File: src/rtl/fpu_issue_ctrl.sv
// fpu_issue_ctrl
// Issue sequencer for the floating-point unit. Takes one FP instruction at a
// time from decode through a valid/ready handshake and classifies its latency.
// It drives the latched fields to the FPU for that many cycles, then sequences
// the single FP register-file write port. An FP load always wins that port.
//
// Configuration macro: FPU_CTRL_DIVSQRT_EN
//   defined   : fdiv (funct7[6:2]=5'h03) and fsqrt (5'h0B) are legal.
//   undefined : both are dropped as illegal, and DIV_LAT/SQRT_LAT are ignored.
//
// Ports:
//   clk, rst                 clock (rising edge), asynchronous active-low reset
//   i_valid / o_ready        instruction handshake from decode
//   i_ops/i_funct7/i_funct3  instruction fields
//   i_rs1_a/i_rs2_a/i_rd_a   register addresses
//   o_ops .. o_rd_a          registered copies driven to the FPU datapath
//   o_issue                  pulse in the first execute cycle
//   o_busy                   controller is not idle
//   i_ld_valid               an FP load owns the FP write port this cycle
//   o_wb_fp / o_wb_int       FP / integer result writeback strobes
//   o_illegal                pulse after an unsupported op was dropped
//   i_flush                  synchronous abort
module fpu_issue_ctrl #(
  parameter int unsigned ADD_LAT  = 1,
  parameter int unsigned MUL_LAT  = 2,
  parameter int unsigned DIV_LAT  = 12,
  parameter int unsigned SQRT_LAT = 16
) (
  input  logic       clk,
  input  logic       rst,
  input  logic       i_valid,
  output logic       o_ready,
  input  logic [6:0] i_ops,
  input  logic [6:0] i_funct7,
  input  logic [2:0] i_funct3,
  input  logic [4:0] i_rs1_a,
  input  logic [4:0] i_rs2_a,
  input  logic [4:0] i_rd_a,
  output logic [6:0] o_ops,
  output logic [6:0] o_funct7,
  output logic [2:0] o_funct3,
  output logic [4:0] o_rs1_a,
  output logic [4:0] o_rs2_a,
  output logic [4:0] o_rd_a,
  output logic       o_issue,
  output logic       o_busy,
  input  logic       i_ld_valid,
  output logic       o_wb_fp,
  output logic       o_wb_int,
  output logic       o_illegal,
  input  logic       i_flush
);

`ifdef FPU_CTRL_DIVSQRT_EN
  localparam bit DIVSQRT_EN = 1'b1;
`else
  localparam bit DIVSQRT_EN = 1'b0;
`endif

  localparam logic [4:0] ADD_L  = 5'(ADD_LAT);
  localparam logic [4:0] MUL_L  = 5'(MUL_LAT);
  localparam logic [4:0] DIV_L  = 5'(DIV_LAT);
  localparam logic [4:0] SQRT_L = 5'(SQRT_LAT);

  typedef enum logic [1:0] {
    IDLE = 2'd0,
    EXEC = 2'd1,
    WB   = 2'd2
  } state_t;

  state_t     state_q, state_d;
  logic [4:0] cnt_q, cnt_d;
  logic       is_int_q, is_int_d;
  logic       issue_q, issue_d;
  logic       illegal_q, illegal_d;
  logic [6:0] ops_q, ops_d;
  logic [6:0] funct7_q, funct7_d;
  logic [2:0] funct3_q, funct3_d;
  logic [4:0] rs1_q, rs1_d;
  logic [4:0] rs2_q, rs2_d;
  logic [4:0] rd_q, rd_d;

  logic       dec_legal;
  logic       dec_int;
  logic [4:0] dec_lat;
  logic       accept;

  // Decode the offered instruction into legality, destination class and
  // latency. Div/sqrt latencies are always computed; only their legality
  // depends on the build option.
  always_comb begin
    dec_legal = 1'b0;
    dec_int   = 1'b0;
    dec_lat   = 5'd1;
    if (i_ops == 7'h53) begin
      case (i_funct7[6:2])
        5'h00, 5'h01: begin dec_legal = 1'b1; dec_lat = ADD_L; end
        5'h02:        begin dec_legal = 1'b1; dec_lat = MUL_L; end
        5'h03:        begin dec_legal = DIVSQRT_EN; dec_lat = DIV_L; end
        5'h0B:        begin dec_legal = DIVSQRT_EN; dec_lat = SQRT_L; end
        5'h14, 5'h18, 5'h1C: begin dec_legal = 1'b1; dec_int = 1'b1; end
        default:      ;
      endcase
    end
  end

  assign o_ready = (state_q == IDLE) && !i_flush;
  assign accept  = i_valid && o_ready;

  // Next-state and writeback strobes. Flush is applied last so it overrides
  // every transition and suppresses the strobes in its own cycle.
  always_comb begin
    state_d   = state_q;
    cnt_d     = cnt_q;
    is_int_d  = is_int_q;
    issue_d   = 1'b0;
    illegal_d = 1'b0;
    ops_d     = ops_q;
    funct7_d  = funct7_q;
    funct3_d  = funct3_q;
    rs1_d     = rs1_q;
    rs2_d     = rs2_q;
    rd_d      = rd_q;
    o_wb_fp   = 1'b0;
    o_wb_int  = 1'b0;

    case (state_q)
      IDLE: begin
        if (accept) begin
          if (dec_legal) begin
            ops_d    = i_ops;
            funct7_d = i_funct7;
            funct3_d = i_funct3;
            rs1_d    = i_rs1_a;
            rs2_d    = i_rs2_a;
            rd_d     = i_rd_a;
            is_int_d = dec_int;
            cnt_d    = dec_lat - 5'd1;
            issue_d  = 1'b1;
            state_d  = EXEC;
          end else begin
            illegal_d = 1'b1;
          end
        end
      end
      EXEC: begin
        if (cnt_q == 5'd0) begin
          state_d = WB;
        end else begin
          cnt_d = cnt_q - 5'd1;
        end
      end
      WB: begin
        // A load on the FP port stalls an FP result; integer results use a
        // separate path and never wait.
        if (is_int_q) begin
          o_wb_int = 1'b1;
          state_d  = IDLE;
        end else begin
          o_wb_fp = !i_ld_valid;
          if (!i_ld_valid) begin
            state_d = IDLE;
          end
        end
      end
      default: state_d = IDLE;
    endcase

    if (i_flush) begin
      state_d  = IDLE;
      cnt_d    = 5'd0;
      issue_d  = 1'b0;
      o_wb_fp  = 1'b0;
      o_wb_int = 1'b0;
    end
  end

  always_ff @(posedge clk or negedge rst) begin
    if (!rst) begin
      state_q   <= IDLE;
      cnt_q     <= 5'd0;
      is_int_q  <= 1'b0;
      issue_q   <= 1'b0;
      illegal_q <= 1'b0;
      ops_q     <= 7'd0;
      funct7_q  <= 7'd0;
      funct3_q  <= 3'd0;
      rs1_q     <= 5'd0;
      rs2_q     <= 5'd0;
      rd_q      <= 5'd0;
    end else begin
      state_q   <= state_d;
      cnt_q     <= cnt_d;
      is_int_q  <= is_int_d;
      issue_q   <= issue_d;
      illegal_q <= illegal_d;
      ops_q     <= ops_d;
      funct7_q  <= funct7_d;
      funct3_q  <= funct3_d;
      rs1_q     <= rs1_d;
      rs2_q     <= rs2_d;
      rd_q      <= rd_d;
    end
  end

  // The issue pulse is masked by a flush landing in the first execute cycle.
  assign o_issue   = issue_q && !i_flush;
  assign o_illegal = illegal_q;
  assign o_busy    = (state_q != IDLE);
  assign o_ops     = ops_q;
  assign o_funct7  = funct7_q;
  assign o_funct3  = funct3_q;
  assign o_rs1_a   = rs1_q;
  assign o_rs2_a   = rs2_q;
  assign o_rd_a    = rd_q;

endmodule

File: config.mk
export PLATFORM = sky130hd
export DESIGN_NAME = fpu_issue_ctrl
export DESIGN_NICKNAME = d
export VERILOG_FILES = /design/src/rtl/fpu_issue_ctrl.sv
export SDC_FILE = /design/constraint.sdc
export NUM_CORES = 1
export LEC_CHECK = 0
export ABC_AREA = 1
export ABC_CLOCK_PERIOD_IN_PS = 4300
export BUFFER_PORTS_ARGS = -buffer_cell sky130_fd_sc_hd__clkbuf_2
export CELL_PAD_IN_SITES_DETAIL_PLACEMENT = 1
export CELL_PAD_IN_SITES_GLOBAL_PLACEMENT = 2
export CORE_ASPECT_RATIO = 1.5
export CORE_MARGIN = 2
export CORE_UTILIZATION = 29
export DETAILED_ROUTE_END_ITERATION = 6
export PLACE_DENSITY_LB_ADDON = 0.1
export SYNTH_ARGS = -nofsm -noshare
export SYNTH_HDL_FRONTEND = slang
export SYNTH_SLANG_ARGS = --single-unit
File: constraint.sdc
create_clock -name clk -period 4.3 [get_ports clk]
set_input_delay 0.43 -clock clk [delete_from_list [all_inputs] [get_ports clk]]
set_output_delay 0.43 -clock clk [all_outputs]
set_load 0.1 [all_outputs]
* Word-level counts from Yosys, hierarchy flattened
Cells that the tools add are included.
** Word-level totals
- Word-level logic and storage cells :: 74
- Bits in registers :: 42
- Output and inout bits :: 38
- Input port bits :: 37
** Cells by class
- Reductions and logical operators :: 15
- $add $sub $neg :: 2
- Equality and inequality tests :: 15
- Mux-type cells :: 31
** Operators with widths (number)
- $mux W5 :: 5
- $mux W1 :: 17
- $eq A5 B5 Y1 const B :: 3
- $pmux W5 S3 :: 1
- $mux W2 :: 6
- $ne A3 B3 Y1 const B :: 4
- $eq A5 B2 Y1 const B :: 2
- $logic_not A5 Y1 :: 2
- $pmux W5 S2 :: 1
- $sub A5 B1 Y5 const B :: 2
- $reduce_and A4 Y1 :: 2
- $eq A7 B7 Y1 const B :: 1
- $pmux W2 S3 :: 1
- $reduce_or A6 Y1 :: 1
- $eq A5 B1 Y1 const B :: 1
- $eq A5 B4 Y1 const B :: 1
- $ne A4 B4 Y1 const B :: 1
- $logic_and A1 B1 Y1 :: 3
- $reduce_and A3 Y1 :: 1
- $reduce_bool A3 Y1 :: 1
- $reduce_or A3 Y1 :: 1
- $eq A2 B1 Y1 const B :: 1
- $eq A2 B2 Y1 const B :: 1
- $logic_not A1 Y1 :: 2
- other kinds (2) :: 2

* Longest topological paths before layout
Gate-level depths: netlist of the first run.
- Word-level depth :: 8
- Mapped depth :: 13
- Gate-level depth less buffers :: 13

* Worst setup path before layout of the first run
No wires, ideal clock.
- Path type :: input-to-output
- From :: in i_flush
- To :: out o_wb_int
- Data arrival time :: 3.532 ns
- Data required time :: 3.870 ns
- Path buffers :: 1
- Path slack :: 0.338 ns
- Cell stages on the path :: 2
- Cells stage by stage :: clkbuf_2 nor4_1
** On the way
- Cells in the longest elaborated chain, start to end :: 1
** RTL lines
- start: declaration :: line 51 : input logic i_flush
- $mux W1 :: line 169 : if (i_flush) begin
- end: declaration :: line 49 : output logic o_wb_int,
No other way between the ends.

* Final worst setup path of the first run
- From :: reg state_q[0]
- To :: out o_ready
** On the way
- Cells in the longest elaborated chain, start to end :: 2
** RTL lines
- start: declaration :: line 71 : state_t state_q, state_d;
- start signal: assignment :: line 192 : state_q <= state_d;
- $logic_not A2 Y1 :: line 107 : assign o_ready = (state_q == IDLE) && !i_flush;
- $logic_and A1 B1 Y1 :: line 107
- end: declaration :: line 32 : output logic o_ready,
No other way between the ends.

==> flow_summary_export.csv, run 1 <==
group,metric,value,unit
status,status,"finished clean",
critical_path,crit_path_start,"state_q[0]$_DFFE_PN0P_",
route,drt_pass1_iterations,4,
clock_network,cts_buffers,5,
timing,setup_viol,0,
critical_path,cp-start-kind,"flip-flop",
timing,setup_tns,0,ns
clock_network,post_cts_buffers,0,
floorplanning,initial_core_util,0.294,
synth,yosysSeqAreaShare,0.529,
critical_path,critical_path_arrival,1.77,ns
synth,synth_compound_area_frac,0.0359,
clock_network,htree_levels,2,
synth,yosysUniqueCellTypes,26,
route,vias_per_cell,4.35,
timing,max_freq,0.456,GHz
critical_path,end_kind,"output pin",
clock_network,hold_buffers,0,
timing,setup_ws,2.11,ns
timing,worst_pin_slew,1.08,ns
power_and_ir_drop,p_leak,1.49,nW
layout,area_growth,24.9,%
synth,synth.ff_latch_count,42,
critical_path,required,3.87,ns
timing,timing.slew.headroom,0.278,
timing,period_minus_slack,2.20,ns
critical_path,slowest_delay,0.52,ns
synth,yosys.area_share.simple,0.341,
clock_network,clock-sinks,42,
route,totalWireLength,5140,um
critical_path,ff2ff_path_depth,6,
synth,synth_xor_xnor_area_share,0.00441,
timing,period_share,0.510,
placement,dp_slack,1.73,ns
synth,yosysWarningCount,0,
placement,port_buffers,74,
floorplanning,chipWidth,71.6,um
layout,layout-drive-gt1-share,0.365,
floorplanning,num_rows,37,
layout,n_antenna_cell,0,
clock_network,cts.clk_slew.worst_paths,0.08,ns
floorplanning,core,0.00676,mm2
timing,hold_viol,0,
floorplanning,die_area,0.00754,mm2
timing,final_max_slew_viol_count,0,
global_routing,grt_pass1_vias,1813,
clock_network,cts_max_path_buffers,2,
route,vias,1708,
global_routing,antenna_found_initial,0,
layout,layout.nets,352,
worst_hold_path,hold_class,"primary input to async pin",
flow_run,cap_violations,0,
floorplanning,die_height,105,um
critical_path,critPathKind,"flip-flop to output pin",
clock_network,cts_tree,"yes",
clock_network,cts_resized,0,
timing,rsz0062_at_grt,"false",
timing,clock_skew,0.00155,ns
synth,synth_nets,277,
placement,hpwl,3930,um
synth,synthMuxAreaShare,0,
global_routing,track_usage,0.149,
route,drc,0,
floorplanning,pin_count,75,
synth,syn_area,0.00199,mm2
route,post_drt_wl_per_cell,13.1,um
layout,register_area,0.00105,mm2
route,drt_iter0_drc,65,
synth,syn_avg_cell_area,8.31,um2
critical_path,r2r-start,"state_q[0]$_DFFE_PN0P_",
critical_path,worstPathCellList,"nor2_1 > inv_1 > nor2_1 > clkbuf_2",
placement,gp_congestion,0.728,
layout,multiInputGateArea,771,um2
critical_path,cp_common_cell,"nor2_1",
synth,netlist_instances,239,
global_routing,grt_max_degree,43,
synth,synth_top_family_by_area,"simple AND/OR/NAND/NOR gates",
power_and_ir_drop,power.density,300,mW/mm2
synth,synthAdderAreaFrac,0.00630,
power_and_ir_drop,max-vdd-ir-drop,126,uV
global_routing,overflow,0,
critical_path,slowest_stage,"clkbuf_2",
critical_path,critical_path.max_fanout,5,
clock_network,clk-insertion-delay-late,0.29,ns
clock_network,cts_root_buf,"clkbuf_8",
route,ant_nets,0,
global_routing,grt_pass1_wl,8750,um
layout,fill_cells,855,
## routing by layer
metal  vias to the layer above  wire length (um)  GRT usage
met5                         -                 0          0
met4                         0                96     0.0566
met3                         5               226     0.0268
met2                        44              2630      0.256
met1                       784              2180      0.184
li1                        875                 -          -
## state kept, by name, summed over array words and instances (netlist names)
| register | count |
|---|---|
| o_rd_a | 5 |
| issue_q | 1 |
| o_funct7 | 7 |
| o_rs1_a | 5 |
| o_ops | 7 |
| state_q | 2 |
| o_rs2_a | 5 |
| is_int_q | 1 |
| o_illegal | 1 |
| cnt_q | 5 |
| o_funct3 | 3 |
## path summary, 6_finish.rpt
| path | endpoint | slack (ns) |
|---|---|---|
| worst max-delay path | o_ready | 2.11 |
| worst min register to register | o_ops[5]$_DFFE_PN0P_ | 0.47 |
| max in group asynchronous | o_rs1_a[2]$_DFFE_PN0P_ | 3.32 |
| worst max register to register | o_funct7[3]$_DFFE_PN0P_ | 2.23 |
| worst min-delay path | o_rd_a[4]$_DFFE_PN0P_ | 0.32 |
| min in group clk | o_rd_a[4]$_DFFE_PN0P_ | 0.34 |
## cells by family after synthesis
kind of cell | Yosys count
flops | 42
compound gates | 13
fa+ha+maj | 1
buf+inv | 32
xor+xnor | 1
simple gates | 150
## synthesized netlist by cell type (all sizes together)
| cell | n | share of area |
|---|---|---|
| ha | 1 | 0.0063 |
| a31o | 1 | 0.0044 |
| a21oi | 2 | 0.0050 |
| nand2 | 108 | 0.23 |
| nand4 | 1 | 0.0032 |
| buf | 6 | 0.033 |
| nor4 | 1 | 0.0032 |
| inv | 24 | 0.045 |
| dfrtp | 42 | 0.53 |
| clkbuf | 1 | 0.0025 |
| nor2 | 21 | 0.048 |
| clkinv | 1 | 0.0019 |
| o31ai | 1 | 0.0038 |
| o21ai | 9 | 0.023 |
| or2 | 4 | 0.013 |
| nor3 | 3 | 0.013 |
| nand3 | 12 | 0.030 |
| xnor2 | 1 | 0.0044 |
## final cells by class
type / instances / share of cell area
Tap cell: 78 / 0.0393
Multi-Input combinational cell: 165 / 0.310
Inverter: 25 / 0.0378
Sequential cell: 42 / 0.423
Timing Repair Buffer: 75 / 0.152
Clock buffer: 7 / 0.0348
Clock inverter: 1 / 0.00202
## per-stage QoR
stage               total power, mW  utilization  hold WS [ns]  instance area (um2)  instances
detailed placement            0.489        0.354         0.452                 2390        385
floorplan                     0.452            -         0.134                 1990        239
finish                        0.744        0.367         0.322                 2480        393
CTS                           0.759        0.367         0.332                 2480        393
global route                  0.781        0.367         0.338                 2480        393
global placement              0.488        0.354         0.454                 2390        385
## placed cells by master (no fill, tap or decap)
cell type,count
a21oi_1,2
a31o_2,1
buf_4,1
clkbuf_1,1
clkbuf_2,74
clkbuf_8,6
clkinv_1,1
clkinv_2,1
dfrtp_1,42
ha_1,1
inv_1,21
inv_2,3
nand2_1,87
nand2_2,21
nand3_1,12
nand4_1,1
nor2_1,18
nor2_2,1
nor2_4,2
nor3_1,2
nor3_4,1
nor4_1,1
o21ai_0,5
o21ai_1,4
o31ai_1,1
or2_2,4
xnor2_1,1
## worst max-delay path, delay by kind of cell (launching register included)
| kind | cells | cell delay (ns) |
|---|---|---|
| and+or+nand+nor | 2 | 0.39 |
| DFF | 1 | 0.43 |
| buffers and inverters | 2 | 0.64 |
## report_power, final
group          internal, mW  total (mW)  switching [mW]
Clock                 0.130       0.265           0.135
Combinational        0.0188      0.0788          0.0600
Sequential            0.398       0.400         0.00188
Note: power is estimated with default switching activity, not from simulation.
==> run 2: changes to the inputs <==
Settings changed: ABC_CLOCK_PERIOD_IN_PS 4300 to 2300, CORE_UTILIZATION 29 to 27.
Clock period 4.3 ns to 2.3 ns, I/O delays scaled along.
==> run 2 against run 1 <==
Core utilization decreased by 0.79 points. Routed wire length is 2.6% lower. Clock skew is 0.0036 ns higher. Critical endpoint unchanged. Combinational power grew 92%. Sequential share of layout area decreased by 1.6 points. Largest power group unchanged. Non-clock buffer count up 4. Sequential cell count unchanged. Sequential power up 87%. Clock power grew 120%. Register-to-register slack worse by 1.6 ns.
==> flow_summary_export.csv, run 2 (synthesized netlist as in run 1, its figures left out) <==
group,metric,value,unit
timing,worst_pin_slew,0.576,ns
timing,holdWs,0.142,ns
power_and_ir_drop,seq_power_share,0.508,
timing,setup_viol,0,
floorplanning,pin_count,75,
layout,design_area,0.00258,mm2
critical_path,critical_path_arrival,1.60,ns
route,post_drt_wl_per_cell,11.9,um
clock_network,cts_max_path_buffers,2,
clock_network,post_cts_buffers,0,
critical_path,worstPathCellList,"nor2_1 > inv_1 > nor2_4 > clkbuf_2",
global_routing,grt_pass1_vias,1774,
global_routing,grt_max_degree,32,
critical_path,crit_family,"buffers and inverters",
route,vias,1761,
critical_path,critical_path.max_fanout,5,
timing,rsz0062_at_grt,"false",
layout,layout-drive-gt1-share,0.379,
clock_network,cts.clk_slew.worst_paths,0.08,ns
placement,hpwl,3950,um
timing,max_freq,0.546,GHz
status,status,"finished clean",
floorplanning,initial_core_util,0.277,
global_routing,overflow,0,
clock_network,clock-sinks,42,
global_routing,grt_pass1_wl,8310,um
placement,dpl_cell_area,0.00246,mm2
route,totalWireLength,5000,um
critical_path,cp-start-kind,"flip-flop",
timing,final_max_slew_viol_count,0,
timing,setup_tns,0,ns
timing,period_minus_slack,1.83,ns
clock_network,cts_tree,"yes",
layout,area_growth,29.8,%
layout,n_antenna_cell,0,
power_and_ir_drop,max-vdd-ir-drop,219,uV
clock_network,htree_levels,2,
layout,final_cell_mix,"nand2_1 (87), clkbuf_2 (74), dfrtp_1 (42), inv_1 (21), nand2_2 (21)",
power_and_ir_drop,swShare,0.248,
layout,layout.nets,356,
placement,gp_congestion,0.690,
power_and_ir_drop,p_leak,1.51,nW
timing,hold_viol,0,
clock_network,cts_root_buf,"clkbuf_8",
route,drc,0,
power_and_ir_drop,p_sw,366,uW
critical_path,required,2.07,ns
timing,period_share,0.796,
route,ant_nets,0,
global_routing,antenna_found_initial,0,
global_routing,track_usage,0.136,
critical_path,critPathKind,"flip-flop to output pin",
critical_path,slowest_stage,"clkbuf_2",
power_and_ir_drop,clockPowerShare,0.389,
critical_path,slowest_delay,0.48,ns
floorplanning,chipWidth,74.0,um
critical_path,end_kind,"output pin",
clock_network,clk-insertion-delay-late,0.29,ns
route,drt_pass1_iterations,4,
clock_network,cts_resized,0,
clock_network,cts_buffers,5,
floorplanning,core,0.00718,mm2
clock_network,hold_buffers,1,
worst_hold_path,hold_class,"primary input to flip-flop",
timing,timing.slew.headroom,0.616,
flow_run,cap_violations,0,
floorplanning,die_area,0.00808,mm2
power_and_ir_drop,finalPower,1.47,mW
floorplanning,die_height,109,um
layout,postLayoutCoreUtil,0.359,
power_and_ir_drop,power.density,571,mW/mm2
placement,port_buffers,74,
power_and_ir_drop,p_comb_frac,0.103,
timing,clock_skew,0.00519,ns
floorplanning,num_rows,38,
power_and_ir_drop,internal-power,1.11,mW
layout,final_common_cell,"nand2_1",
route,drt_iter0_drc,64,
critical_path,worstPathBufferInverterCount,2,
route,vias_per_cell,4.20,
-- run 2: metrics by stage --
| stage | setup slack [ns] | cells |
|---|---|---|
| final | 0.469 | 419 |
| after global routing | 0.390 | 419 |
| after CTS | 0.451 | 419 |
| after detailed placement | 0.592 | 410 |
| after global placement | 0.611 | 410 |
| after floorplan | -0.122 | 239 |
-- run 2: path summary, 6_finish.rpt --
kind	slack, ns	start	endpoint	cells past startpoint
max in group asynchronous	1.26	rst	o_ops[2]$_DFFE_PN0P_	3
worst min register to register	0.47	o_ops[6]$_DFFE_PN0P_	o_ops[6]$_DFFE_PN0P_	1
worst max register to register	0.63	state_q[1]$_DFFE_PN0P_	cnt_q[2]$_DFFE_PN0P_	9
worst min-delay path	0.14	i_rs2_a[1]	o_rs2_a[1]$_DFFE_PN0P_	3
worst max-delay path	0.47	state_q[0]$_DFFE_PN0P_	o_ready	4
min in group asynchronous	0.46	rst	o_rs2_a[4]$_DFFE_PN0P_	2
-- run 2: layer usage --
| layer | wire length (um) | up-vias | track usage |
|---|---|---|---|
| met1 | 2000 | 827 | 0.153 |
| met5 | 0 | - | 0 |
| li1 | - | 880 | - |
| met2 | 2670 | 47 | 0.244 |
| met3 | 222 | 7 | 0.0231 |
| met4 | 103 | 0 | 0.0636 |
-- run 2: power groups by stage --
| stage | clock (mW) | combinational [mW] | sequential, mW |
|---|---|---|---|
| 3_3_place_gp | 0 | 0.153 | 0.763 |
| 5_1_grt | 0.634 | 0.166 | 0.750 |
| 2_1_floorplan | 0 | 0.0328 | 0.814 |
| 6_report | 0.574 | 0.151 | 0.748 |
| 4_1_cts | 0.603 | 0.155 | 0.749 |
| 3_5_place_dp | 0 | 0.154 | 0.763 |
-- run 2: tightest hold or removal path, stage by stage --
cell and delay (ns):
clkbuf_2 0.08, nand2_2 0.04, nand2_1 0.05
-- run 2: cell type report --
type / count / area [um2]
multi-input cells: 165 / 790
flip-flops and latches: 42 / 1050
fillers: 893 / 4600
inverters: 25 / 93.8
clock inverters: 2 / 37.5
well taps: 100 / 125
clock buffers: 6 / 72.6
repair buffers: 79 / 410
==> run 3: changes to the inputs <==
Settings changed: ABC_CLOCK_PERIOD_IN_PS 2300 to 1550, CORE_UTILIZATION 27 to 24.
Clock period 2.3 ns to 1.55 ns, I/O delays scaled along.
==> run 3 against run 2 <==
Total power up 64%. Global-route usage down 0.41 points. Critical endpoint is now o_wb_fp. Combinational power up 61%. Clock skew down 0.0029 ns. Routed wire length up 9.7%. Sequential cell count unchanged. Cell count up 4.8%. The run now ends with negative setup slack left. Largest cell class unchanged. Highest routed layer unchanged. First-iteration DRC count up 1.6%.
==> flow_summary_export.csv, run 3 (synthesized netlist as in run 1, its figures left out) <==
group,metric,value,unit
status,status,"finished with violations",
status,violations,"negative setup slack",
layout,fill_cells,995,
critical_path,critPathKind,"flip-flop to output pin",
route,ant_nets,0,
critical_path,critical_path_arrival,1.47,ns
layout,area_growth,44.1,%
timing,hold_viol,0,
floorplanning,initial_core_util,0.248,
critical_path,end_kind,"output pin",
global_routing,overflow,0,
global_routing,track_usage,0.132,
timing,final_max_slew_viol_count,0,
critical_path,cp_common_cell,"buf_6",
floorplanning,die_area,0.00904,mm2
placement,dpl_cell_area,0.00264,mm2
critical_path,worstPathCellList,"buf_6 > nor2_4 > nand2_2 > buf_6 > nor3_4 > buf_12",
critical_path,slowest_delay,0.39,ns
timing,worst_pin_slew,0.556,ns
clock_network,cts_buffers,5,
critical_path,cp-start-kind,"flip-flop",
clock_network,cts.clk_slew.worst_paths,0.06,ns
placement,dp_slack,-0.0638,ns
layout,layout-drive-gt1-share,0.431,
critical_path,worstPathBufferInverterCount,3,
timing,period_minus_slack,1.63,ns
route,post_drt_wl_per_cell,12.5,um
clock_network,clk-insertion-delay-late,0.29,ns
timing,max_freq,0.615,GHz
power_and_ir_drop,seq_power_share,0.460,
timing,period_share,1.05,
flow_run,cap_violations,0,
route,vias_per_cell,4.12,
power_and_ir_drop,swShare,0.249,
clock_network,htree_levels,2,
clock_network,clock-sinks,42,
power_and_ir_drop,p_sw,601,uW
power_and_ir_drop,finalPower,2.42,mW
power_and_ir_drop,p_comb_frac,0.101,
floorplanning,chipWidth,78.3,um
layout,final_cell_mix,"nand2_1 (85), clkbuf_2 (69), dfrtp_1 (42), nand2_2 (23), inv_1 (18)",
clock_network,cts_max_path_buffers,2,
power_and_ir_drop,p_leak,1.64,nW
placement,gp_congestion,0.743,
floorplanning,core,0.00801,mm2
global_routing,grt_pass1_vias,1870,
power_and_ir_drop,internal-power,1.82,mW
floorplanning,die_height,115,um
power_and_ir_drop,max-vdd-ir-drop,352,uV
timing,setup_ws,-0.0753,ns
placement,hpwl,4240,um
global_routing,grt_pass1_wl,9050,um
clock_network,cts_root_buf,"clkbuf_16",
route,vias,1809,
critical_path,slowest_stage,"dfrtp_1",
critical_path,crit_family,"buffers and inverters",
floorplanning,num_rows,40,
layout,layout.nets,371,
global_routing,grt_max_degree,43,
timing,clock_skew,0.00233,ns
critical_path,critical_path.max_fanout,4,
worst_hold_path,hold_class,"primary input to flip-flop",
route,totalWireLength,5490,um
route,drt_iter0_drc,65,
power_and_ir_drop,power.density,844,mW/mm2
floorplanning,pin_count,75,
layout,final_common_cell,"nand2_1",
global_routing,antenna_found_initial,0,
timing,holdWs,0.0741,ns
layout,n_antenna_cell,0,
timing,timing.slew.headroom,0.629,
layout,design_area,0.00286,mm2
timing,setup_viol,2,
clock_network,cts_tree,"yes",
route,drc,0,
power_and_ir_drop,clockPowerShare,0.439,
route,drt_pass1_iterations,4,
critical_path,required,1.39,ns
placement,port_buffers,74,
timing,rsz0062_at_grt,"true",
==> run 3: area by class of cell <==
cell class	instances	area [um2]	area share
Multi-Input combinational cell	165	822	0.287
Sequential cell	42	1050	0.367
Timing Repair Buffer	94	613	0.214
Tap cell	105	131	0.0459
Clock buffer	7	143	0.0498
Inverter	25	98.8	0.0345
Clock inverter	1	5.00	0.00175
==> run 3: worst paths after layout <==
kind	start	endpoint	slack, ns	depth (start not counted)
max in group asynchronous	rst	cnt_q[2]$_DFFE_PN0P_	0.68	3
hold / removal	i_funct7[1]	o_funct7[1]$_DFFE_PN0P_	0.07	3
setup / recovery	state_q[0]$_DFFE_PN0P_	o_wb_fp	-0.08	6
setup reg to reg	state_q[1]$_DFFE_PN0P_	cnt_q[1]$_DFFE_PN0P_	0.02	9
hold reg to reg	o_ops[6]$_DFFE_PN0P_	o_ops[6]$_DFFE_PN0P_	0.46	1
min in group asynchronous	rst	o_funct3[2]$_DFFE_PN0P_	0.49	3
==> run 3: worst min-delay path: cells and delay by family <==
kind	cells	cell delay, ns
buffers and inverters	1	0.09
and+or+nand+nor	2	0.09
==> run 3: power by group through the flow <==
stage                     Sequential [mW]  Clock (mW)  Combinational [mW]
after detailed placement             1.13           0               0.243
after global routing                 1.11        1.15               0.265
after global placement               1.13           0               0.243
final                                1.11        1.06               0.243
after floorplan                      1.21           0              0.0492
after CTS                            1.11        1.10               0.249
==> run 3: routing by layer <==
metal / routed length, um / share of wire / track usage / up-vias
met3: 222 / 0.040 / 0.0249 / 6
met5: 0 / 0 / 0 / -
met4: 118 / 0.022 / 0.0643 / 0
met1: 2110 / 0.38 / 0.144 / 845
li1: - / - / - / 915
met2: 3030 / 0.55 / 0.244 / 43
==> run 3: timing repair <==
action,4_1_cts,5_1_grt
hold buffers,1,0
hold endpoints to repair,42,0
gates resized for setup,6,15
setup endpoints to repair,12,38
setup buffers,1,1
pin swaps,1,4
==> run 3: per-stage QoR <==
step	utilization	instances	TNS, ns
after floorplan	-	239	-12.84
after global placement	0.329	428	-0.185
after detailed placement	0.329	428	-0.782
after CTS	0.352	438	-0.149
after global routing	0.358	439	-1.36
final	0.358	439	-0.0981
